`src/rtl/decap_packet_if.sv`:
```
// Aurora RX beat stream in, reassembled DFX word out.
// The slave modport is the decapsulator's view of the link.
interface decap_packet_if #(
   parameter int AURORA_DATA_WIDTH = 64,
   parameter int DATA_DFX_WIDTH    = 1034,
   parameter int HEADER_WIDTH      = 9
);
   logic [AURORA_DATA_WIDTH-1:0] data_in;
   logic                         data_in_valid;
   logic [DATA_DFX_WIDTH-1:0]    data_dfx_recv;
   logic [HEADER_WIDTH-1:0]      header_pkt_recv;
   logic                         data_dfx_valid;
   logic                         pkt_error;

   modport master (
      output data_in, data_in_valid,
      input  data_dfx_recv, header_pkt_recv, data_dfx_valid, pkt_error
   );

   modport slave (
      input  data_in, data_in_valid,
      output data_dfx_recv, header_pkt_recv, data_dfx_valid, pkt_error
   );
endinterface

```
`src/rtl/decap_packet.sv`:
```
// Reassembles NUMBER_PACKET header-tagged Aurora beats into one DFX word.
// Aborts on a header change inside a packet or on a long idle gap.
//
//   state     | meaning
//   S_IDLE    | waiting for beat 0 of a packet
//   S_COLLECT | beats 1..NUMBER_PACKET-1 expected, idle-gap timer running
module decap_packet #(
   parameter int DATA_WIDTH             = 1024,
   parameter int ADDR_WIDTH             = 10,
   parameter int DATA_DFX_WIDTH         = DATA_WIDTH + ADDR_WIDTH,
   parameter int RECOGNIZE_ROUTER_WIDTH = 2,
   parameter int NUMBER_PACKET          = 19,
   parameter int TTL_WIDTH              = $clog2(3),
   parameter int HEADER_WIDTH           = RECOGNIZE_ROUTER_WIDTH + $clog2(NUMBER_PACKET) + TTL_WIDTH,
   parameter int AURORA_DATA_WIDTH      = 64,
   parameter int PAYLOAD_WIDTH          = AURORA_DATA_WIDTH - HEADER_WIDTH,
   parameter int TIMEOUT_CYCLES         = 64
) (
   input  logic           clk,
   input  logic           rst_n,
   decap_packet_if.slave  bus
);

   localparam int CNT_W   = $clog2(NUMBER_PACKET);
   localparam int TMO_W   = $clog2(TIMEOUT_CYCLES);
   localparam int LAST_LO = (NUMBER_PACKET - 1) * PAYLOAD_WIDTH;
   localparam int LAST_W  = DATA_DFX_WIDTH - LAST_LO;
   localparam logic [CNT_W-1:0] LAST_BEAT = CNT_W'(NUMBER_PACKET - 1);
   localparam logic [TMO_W-1:0] TMO_LOAD  = TMO_W'(TIMEOUT_CYCLES - 1);

   typedef enum logic {S_IDLE, S_COLLECT} state_t;

   state_t                    state_q, state_d;
   logic [CNT_W-1:0]          beat_q, beat_d;
   logic [TMO_W-1:0]          tmo_q, tmo_d;
   logic [HEADER_WIDTH-1:0]   hdr_q, hdr_d;
   logic [DATA_DFX_WIDTH-1:0] asm_q, asm_d;
   logic [DATA_DFX_WIDTH-1:0] dfx_q;
   logic [HEADER_WIDTH-1:0]   hdr_out_q;
   logic                      valid_q, err_q;
   logic                      wr_en, done, abort;

   logic [HEADER_WIDTH-1:0]  hdr_in;
   logic [PAYLOAD_WIDTH-1:0] payload;

   assign hdr_in  = bus.data_in[HEADER_WIDTH-1:0];
   assign payload = bus.data_in[AURORA_DATA_WIDTH-1:HEADER_WIDTH];

   always_ff @(posedge clk or negedge rst_n) begin
      if (!rst_n) begin
         state_q <= S_IDLE;
         beat_q  <= '0;
         tmo_q   <= '0;
         hdr_q   <= '0;
      end else begin
         state_q <= state_d;
         beat_q  <= beat_d;
         tmo_q   <= tmo_d;
         hdr_q   <= hdr_d;
      end
   end

   // Gap timer is a down-counter reloaded on every accepted beat; terminal
   // count on an idle cycle means TIMEOUT_CYCLES consecutive idles.
   always_comb begin
      state_d = state_q;
      beat_d  = beat_q;
      tmo_d   = tmo_q;
      hdr_d   = hdr_q;
      wr_en   = 1'b0;
      done    = 1'b0;
      abort   = 1'b0;
      case (state_q)
         S_IDLE: begin
            beat_d = '0;
            if (bus.data_in_valid) begin
               hdr_d   = hdr_in;
               wr_en   = 1'b1;
               beat_d  = CNT_W'(1);
               tmo_d   = TMO_LOAD;
               state_d = S_COLLECT;
            end
         end
         S_COLLECT: begin
            if (bus.data_in_valid) begin
               tmo_d = TMO_LOAD;
               if (hdr_in != hdr_q) begin
                  abort   = 1'b1;
                  beat_d  = '0;
                  state_d = S_IDLE;
               end else begin
                  wr_en = 1'b1;
                  if (beat_q == LAST_BEAT) begin
                     done    = 1'b1;
                     beat_d  = '0;
                     state_d = S_IDLE;
                  end else begin
                     beat_d = beat_q + CNT_W'(1);
                  end
               end
            end else if (tmo_q == '0) begin
               abort   = 1'b1;
               beat_d  = '0;
               state_d = S_IDLE;
            end else begin
               tmo_d = tmo_q - TMO_W'(1);
            end
         end
         default: state_d = S_IDLE;
      endcase
   end

   // The final beat only partly fits; its upper payload bits are dropped.
   always_comb begin
      asm_d = asm_q;
      if (wr_en) begin
         for (int k = 0; k < NUMBER_PACKET - 1; k++) begin
            if (beat_q == CNT_W'(k))
               asm_d[k*PAYLOAD_WIDTH +: PAYLOAD_WIDTH] = payload;
         end
         if (beat_q == LAST_BEAT)
            asm_d[DATA_DFX_WIDTH-1:LAST_LO] = payload[LAST_W-1:0];
      end
   end

   always_ff @(posedge clk or negedge rst_n) begin
      if (!rst_n) begin
         asm_q     <= '0;
         dfx_q     <= '0;
         hdr_out_q <= '0;
         valid_q   <= 1'b0;
         err_q     <= 1'b0;
      end else begin
         asm_q   <= asm_d;
         valid_q <= done;
         err_q   <= abort;
         if (done) begin
            dfx_q     <= asm_d;
            hdr_out_q <= hdr_q;
         end
      end
   end

   assign bus.data_dfx_recv   = dfx_q;
   assign bus.header_pkt_recv = hdr_out_q;
   assign bus.data_dfx_valid  = valid_q;
   assign bus.pkt_error       = err_q;

endmodule
```
`src/flat_wrapper.sv`:
```
// flat-port wrapper written by rule: the top's interface ports become plain ports
module decap_packet_flat 
#(
   parameter int DATA_WIDTH             = 1024,
   parameter int ADDR_WIDTH             = 10,
   parameter int DATA_DFX_WIDTH         = DATA_WIDTH + ADDR_WIDTH,
   parameter int RECOGNIZE_ROUTER_WIDTH = 2,
   parameter int NUMBER_PACKET          = 19,
   parameter int TTL_WIDTH              = $clog2(3),
   parameter int HEADER_WIDTH           = RECOGNIZE_ROUTER_WIDTH + $clog2(NUMBER_PACKET) + TTL_WIDTH,
   parameter int AURORA_DATA_WIDTH      = 64,
   parameter int PAYLOAD_WIDTH          = AURORA_DATA_WIDTH - HEADER_WIDTH,
   parameter int TIMEOUT_CYCLES         = 64
)
  (clk, rst_n, bus_data_in, bus_data_in_valid, bus_data_dfx_recv, bus_header_pkt_recv, bus_data_dfx_valid, bus_pkt_error);
  decap_packet_if #(.AURORA_DATA_WIDTH(AURORA_DATA_WIDTH), .DATA_DFX_WIDTH(DATA_DFX_WIDTH), .HEADER_WIDTH(HEADER_WIDTH)) bus_i ();
  input  logic clk;
  input  logic rst_n;
  input wire logic [$bits(bus_i.data_in)-1:0] bus_data_in;
  input wire logic [$bits(bus_i.data_in_valid)-1:0] bus_data_in_valid;
  output wire logic [$bits(bus_i.data_dfx_recv)-1:0] bus_data_dfx_recv;
  output wire logic [$bits(bus_i.header_pkt_recv)-1:0] bus_header_pkt_recv;
  output wire logic [$bits(bus_i.data_dfx_valid)-1:0] bus_data_dfx_valid;
  output wire logic [$bits(bus_i.pkt_error)-1:0] bus_pkt_error;
  assign bus_i.data_in = bus_data_in;
  assign bus_i.data_in_valid = bus_data_in_valid;
  assign bus_data_dfx_recv = bus_i.data_dfx_recv;
  assign bus_header_pkt_recv = bus_i.header_pkt_recv;
  assign bus_data_dfx_valid = bus_i.data_dfx_valid;
  assign bus_pkt_error = bus_i.pkt_error;
  decap_packet #(.DATA_WIDTH(DATA_WIDTH), .ADDR_WIDTH(ADDR_WIDTH), .DATA_DFX_WIDTH(DATA_DFX_WIDTH), .RECOGNIZE_ROUTER_WIDTH(RECOGNIZE_ROUTER_WIDTH), .NUMBER_PACKET(NUMBER_PACKET), .TTL_WIDTH(TTL_WIDTH), .HEADER_WIDTH(HEADER_WIDTH), .AURORA_DATA_WIDTH(AURORA_DATA_WIDTH), .PAYLOAD_WIDTH(PAYLOAD_WIDTH), .TIMEOUT_CYCLES(TIMEOUT_CYCLES)) u_core (.clk(clk), .rst_n(rst_n), .bus(bus_i));
endmodule
```
`config.mk`:
```
export PLATFORM = sky130hd
export DESIGN_NAME = decap_packet_flat
export DESIGN_NICKNAME = d
export VERILOG_FILES = /design/src/rtl/decap_packet_if.sv /design/src/rtl/decap_packet.sv /design/src/flat_wrapper.sv
export SDC_FILE = /design/constraint.sdc
export NUM_CORES = 2
export LEC_CHECK = 0
export CAP_MARGIN = 20
export CORE_MARGIN = 8
export CORE_UTILIZATION = 30
export DETAILED_ROUTE_END_ITERATION = 7
export PLACE_DENSITY_LB_ADDON = 0.2
export SYNTH_ARGS = -nofsm -noshare
export SYNTH_HDL_FRONTEND = slang
export SYNTH_SLANG_ARGS = --single-unit
```
`constraint.sdc`:
```
create_clock -name clk -period 5.5 [get_ports clk]
set_clock_uncertainty 0.15 [all_clocks]
set_input_delay 0.825 -clock clk [delete_from_list [all_inputs] [get_ports clk]]
set_output_delay 0.825 -clock clk [all_outputs]
set_load 0.1 [all_outputs]
```
Word level (Yosys, flattened, before mapping)
Cells that the tools add are included.
{"block": "totals", "ff_bits": 2100}
{"block": "op_classes", "n_addsub": 2, "eq_ne": 22, "n_mux": 47, "n_bitwise": 1, "reduce_logical": 4}
{"op": "$mux W1034", "n": 1}
{"op": "$mux W55", "n": 18}
{"op": "$mux W44", "n": 1}
{"op": "$eq A5 B4 Y1 const B", "n": 8}
{"op": "$eq A5 B3 Y1 const B", "n": 4}
{"op": "$mux W5", "n": 4}
{"op": "$mux W6", "n": 3}
{"op": "$mux W1", "n": 16}
{"op": "$eq A5 B5 Y1 const B", "n": 3}
{"op": "$pmux W6 S2", "n": 1}
{"op": "$eq A5 B2 Y1 const B", "n": 2}
{"op": "$pmux W5 S2", "n": 1}
{"op": "$ne A9 B9 Y1", "n": 1}
{"op": "$logic_not A6 Y1", "n": 1}
{"op": "$ne A3 B3 Y1 const B", "n": 2}
{"op": "$sub A6 B1 Y6 const B", "n": 1}
{"op": "$add A5 B1 Y5 const B", "n": 1}
{"op": "$eq A5 B1 Y1 const B", "n": 1}
{"op": "$logic_not A5 Y1", "n": 1}
{"op": "$pmux W1 S2", "n": 2}
{"op": "$reduce_and A2 Y1", "n": 2}
{"op": "$ne A2 B2 Y1 const B", "n": 1}
{"op": "$not A1 Y1", "n": 1}

Longest topological paths before layout
{"block": "depth", "word_depth": 5, "depth_mapped": 12, "mapped_depth_nobuf": 7}

Least setup slack after synthesis
Ideal clock, no wire load.
{"block": "synth_timing", "path_type": "input to register", "start": "in bus_data_in[4]", "end": "reg u_core.dfx_q[826] (netlist: u_core.bus.data_dfx_recv[826])", "setup_time_ns": 0.133, "arrival_ns": 2.521, "path_slack_ns": 2.696, "path_stages": 10, "cell_sequence": "xnor2_1 nand4_1 or4b_1 buf_2 buf_6 buf_2 buf_2 buf_2 nand2_1 o21ai_0"}
{"block": "synth_between", "elab_chain_len": 5}
{"element": "start, declared", "line": "flat_wrapper.sv:19", "text": "input wire logic [$bits(bus_i.data_in)-1:0] bus_data_in;"}
{"element": "$ne A9 B9 Y1 *", "line": "decap_packet.sv:87", "text": "if (hdr_in != hdr_q) begin"}
{"element": "$mux W1", "line": "decap_packet.sv:87"}
{"element": "$mux W1", "line": "decap_packet.sv:85", "text": "if (bus.data_in_valid) begin"}
{"element": "$pmux W1 S2", "line": "decap_packet.sv:73", "text": "case (state_q)"}
{"element": "$mux W1034", "line": "decap_packet.sv:116", "text": "if (wr_en) begin"}
{"element": "end signal, assigned", "line": "decap_packet.sv:138", "text": "dfx_q <= asm_d;"}
{"element": "end, declared", "line": "decap_packet.sv:38", "text": "logic [DATA_DFX_WIDTH-1:0] dfx_q;"}
Mark *: on every way between the ends. The rest lies on a longest branch, timed or not.
A chain may end at the register's enable or synchronous reset.

Worst setup path after layout
{"block": "layout_timing", "start": "reg u_core.beat_q[0]", "end": "reg u_core.asm_q[331]"}
{"block": "layout_between", "elab_chain_len": 3}
{"element": "start, declared", "line": "decap_packet.sv:34", "text": "logic [CNT_W-1:0] beat_q, beat_d;"}
{"element": "start signal, assigned", "line": "decap_packet.sv:57", "text": "beat_q <= beat_d;"}
{"element": "$eq A5 B3 Y1", "line": "decap_packet.sv:118", "text": "if (beat_q == CNT_W'(k))"}
{"element": "$mux W55", "line": "decap_packet.sv:118"}
{"element": "$mux W1034", "line": "decap_packet.sv:116"}
{"element": "named net u_core.asm_d[331]", "line": "decap_packet.sv:37", "text": "logic [DATA_DFX_WIDTH-1:0] asm_q, asm_d;"}
{"element": "end signal, assigned", "line": "decap_packet.sv:134", "text": "asm_q <= asm_d;"}
{"element": "end, declared", "line": "decap_packet.sv:37"}
The timed path passes the listed nets, and every way through them passes these cells.

==> flow_metrics.env <==
export IMPL_run_status="completed"
export IMPL_synthArstFlopShare_pct=100.0
export IMPL_ir_drop_v=0.0003191
export IMPL_timing_fmax_mhz=266.8
export IMPL_num_io_pins=1112
export IMPL_layout_common_cells="dfrtp_1, nand2_1, clkdlybuf4s50_1"
export IMPL_grt_pass1_wl_mm=422.5
export IMPL_wl_mm=295.2
export IMPL_antenna_found_initial=40
export IMPL_nNetsFinal=7752
export IMPL_half_perimeter_wire_length_of_the_detailed_placement_result_mm=189.1
export IMPL_clock_root_buffer="clkbuf_16"
export IMPL_final_common_cell="dfrtp_1"
export IMPL_min_delay_path_class="reg -> reg"
export IMPL_crit_required_ns=6.08
export IMPL_critical_path_startpoint_type="register"
export IMPL_final_hold_violation_count=0
export IMPL_whs_ns=0.3257
export IMPL_initialDrtViolationCount=4029
export IMPL_fp_row_count=189
export IMPL_mappedNetlistArea_mm2=0.07997
export IMPL_setup_buffers_after_cts=0
export IMPL_port_buffers=1111
export IMPL_synth_edf_count=0
export IMPL_cp_data_arrival_time_ns=4.33
export IMPL_cts_buffers=220
export IMPL_wire_per_inst_um=25.88
export IMPL_clk_latency_ns=0.89
export IMPL_total_power_per_unit_cell_area_mw_per_mm2=319.4
export IMPL_drc=0
export IMPL_setup_total_negative_slack_ns=0
export IMPL_synth_seq_cells=2056
export IMPL_setup_viol_count_final=0
export IMPL_first_global_vias=54580
export IMPL_gr_usage_all_layers_pct=20.27
export IMPL_initial_utilization_pct=30.17
export IMPL_slew_headroom_pct=17.30
export IMPL_cap_viol_max_count=0
export IMPL_syn2layout_area_growth_pct=27.55
export IMPL_criticalPathCategory="reg -> reg"
export IMPL_maximum_number_of_pins_on_one_net_before_global_route_repair=205
export IMPL_total_vias_in_the_final_route=54410
export IMPL_grt_setup_unrepaired="no"
export IMPL_drive_gt1_share_pct=20.71
export IMPL_p_leak_nw=46.66
export IMPL_final_period_minus_worst_setup_slack_ns=3.748
export IMPL_die_h_um=532.3
export IMPL_max_slew_violation_total_from_the_final_report=0
export IMPL_synth_warnings=0
export IMPL_final_period_utilization_pct=68.15
export IMPL_cts_resized_gates=0
export IMPL_cts_reportedPaths_clkPinSlew_ns=0.06
export IMPL_cts_tree="yes"
export IMPL_globalRoute_totalOverflow=0
export IMPL_critical_path_endpoint_type="register"
export IMPL_gp_congestion=0.7884
export IMPL_design_die_area_mm2=0.2833
export IMPL_synthDistinctLibCells=38
export IMPL_synthesis_area_per_instance_um2=11.82
export IMPL_seq_area_frac_synth_pct=64.33
export IMPL_worst_pin_slew_ns=1.238
export IMPL_htree_levels=4
export IMPL_post_synth_inst_count=6764
export IMPL_cp_max_fo=32
export IMPL_fill_cells=25570
export IMPL_clkSinkCount=2056
export IMPL_drt_antenna_violating_nets=0
export IMPL_synth_ff_type="dfrtp_1"
export IMPL_floorplan_core_area_mm2=0.2651
export IMPL_clk_path_buf_depth=3
export IMPL_route_detailed_vias_per_inst=4.771
export IMPL_drt_pass1_iterations=7
export IMPL_synthesis_nets=6838
export IMPL_hold_fix_buffers_at_cts=1
export IMPL_die_width_um=532.3
## cell usage after synthesis (all sizes together), types with 4 or more instances
| library cell | instances | share of area (%) |
|---|---|---|
| ha | 7 | 0.11 |
| nor2 | 9 | 0.045 |
| clkbuf | 329 | 1.5 |
| o21ai | 993 | 6.2 |
| inv | 9 | 0.042 |
| a21oi | 4 | 0.025 |
| nand2b | 6 | 0.047 |
| mux2 | 1043 | 15 |
| nor2b | 7 | 0.055 |
| mux2i | 165 | 2.1 |
| nand2 | 1862 | 8.7 |
| or2b | 6 | 0.056 |
| dfrtp | 2056 | 64 |
| buf | 215 | 1.5 |
| nand3 | 17 | 0.16 |
| xnor2 | 10 | 0.11 |
## power breakdown
| group | internal (mW) | total [mW] | switching (mW) |
|---|---|---|---|
| logic | 0.412 | 1.40 | 0.984 |
| clock network | 9.01 | 15.5 | 6.52 |
| registers | 15.5 | 15.6 | 0.177 |
| total | 24.9 | 32.6 | 7.68 |
## state kept, by name, summed over array words and instances (netlist names)
signal,flops
u_core.hdr_q,9
u_core.bus.data_dfx_recv,1034
u_core.state_q,1
u_core.asm_q,990
u_core.bus.pkt_error,1
u_core.beat_q,5
u_core.bus.header_pkt_recv,9
u_core.tmo_q,6
u_core.bus.data_dfx_valid,1
## kinds of logic after synthesis
group / share of synthesized area [%]
mux: 16.75
flops: 64.33
fa+ha+maj: 0.1095
buf+inv: 3.099
compound gates: 6.326
simple gates: 9.248
xor+xnor: 0.1314
## metal layers
layer  track usage [%]  wire, µm  up-vias
met3             4.703     20940      332
met2             30.14    126600     1782
li1                  -         -    24380
met4             5.180      7428        0
met1             29.73    140200    27920
met5                 0         0        -
## area by class of cell
class / instances / area [µm²] / share of cell area, %
Sequential cell: 2056 / 51450 / 50.44
Multi-Input combinational cell: 4155 / 26290 / 25.77
Timing Repair Buffer: 1236 / 12110 / 11.87
Clock buffer: 321 / 6487 / 6.360
Tap cell: 3533 / 4420 / 4.334
Clock inverter: 83 / 1177 / 1.154
Inverter: 9 / 33.78 / 0.03312
Antenna cell: 13 / 32.53 / 0.03189
## through the flow
step	area (µm²)	power, mW	setup WS [ns]	util (%)	cells
floorplan	79970	16.46	2.696	-	6764
global placement	94190	17.31	1.242	35.53	10980
detailed placement	94230	17.35	1.165	35.55	10980
CTS	101900	32.99	1.791	38.44	11390
global route	102000	33.76	1.690	38.47	11400
finish	102000	32.57	1.752	38.48	11410
## critical path: stages (launching register included)
cell     delay, ns
dfrtp_1       0.47
inv_1         0.12
ha_1          0.16
nor2b_1       0.96
buf_4         0.35
nand3_4       0.54
buf_4         0.51
mux2_2        0.31
## path summary, 6_finish.rpt
check	from	end	slack (ns)	cells past startpoint
max in group asynchronous	rst_n	u_core.bus.data_dfx_recv[356]	3.11	3
setup reg to reg	u_core.beat_q[0]	u_core.asm_q[331]	1.75	7
setup / recovery	u_core.beat_q[0]	u_core.asm_q[331]	1.75	7
hold / removal	u_core.bus.data_dfx_recv[227]	u_core.bus.data_dfx_recv[227]	0.33	2
min in group asynchronous	rst_n	u_core.bus.data_dfx_recv[224]	0.47	2
hold reg to reg	u_core.bus.data_dfx_recv[227]	u_core.bus.data_dfx_recv[227]	0.33	2
(Power assumes the default switching activity.)
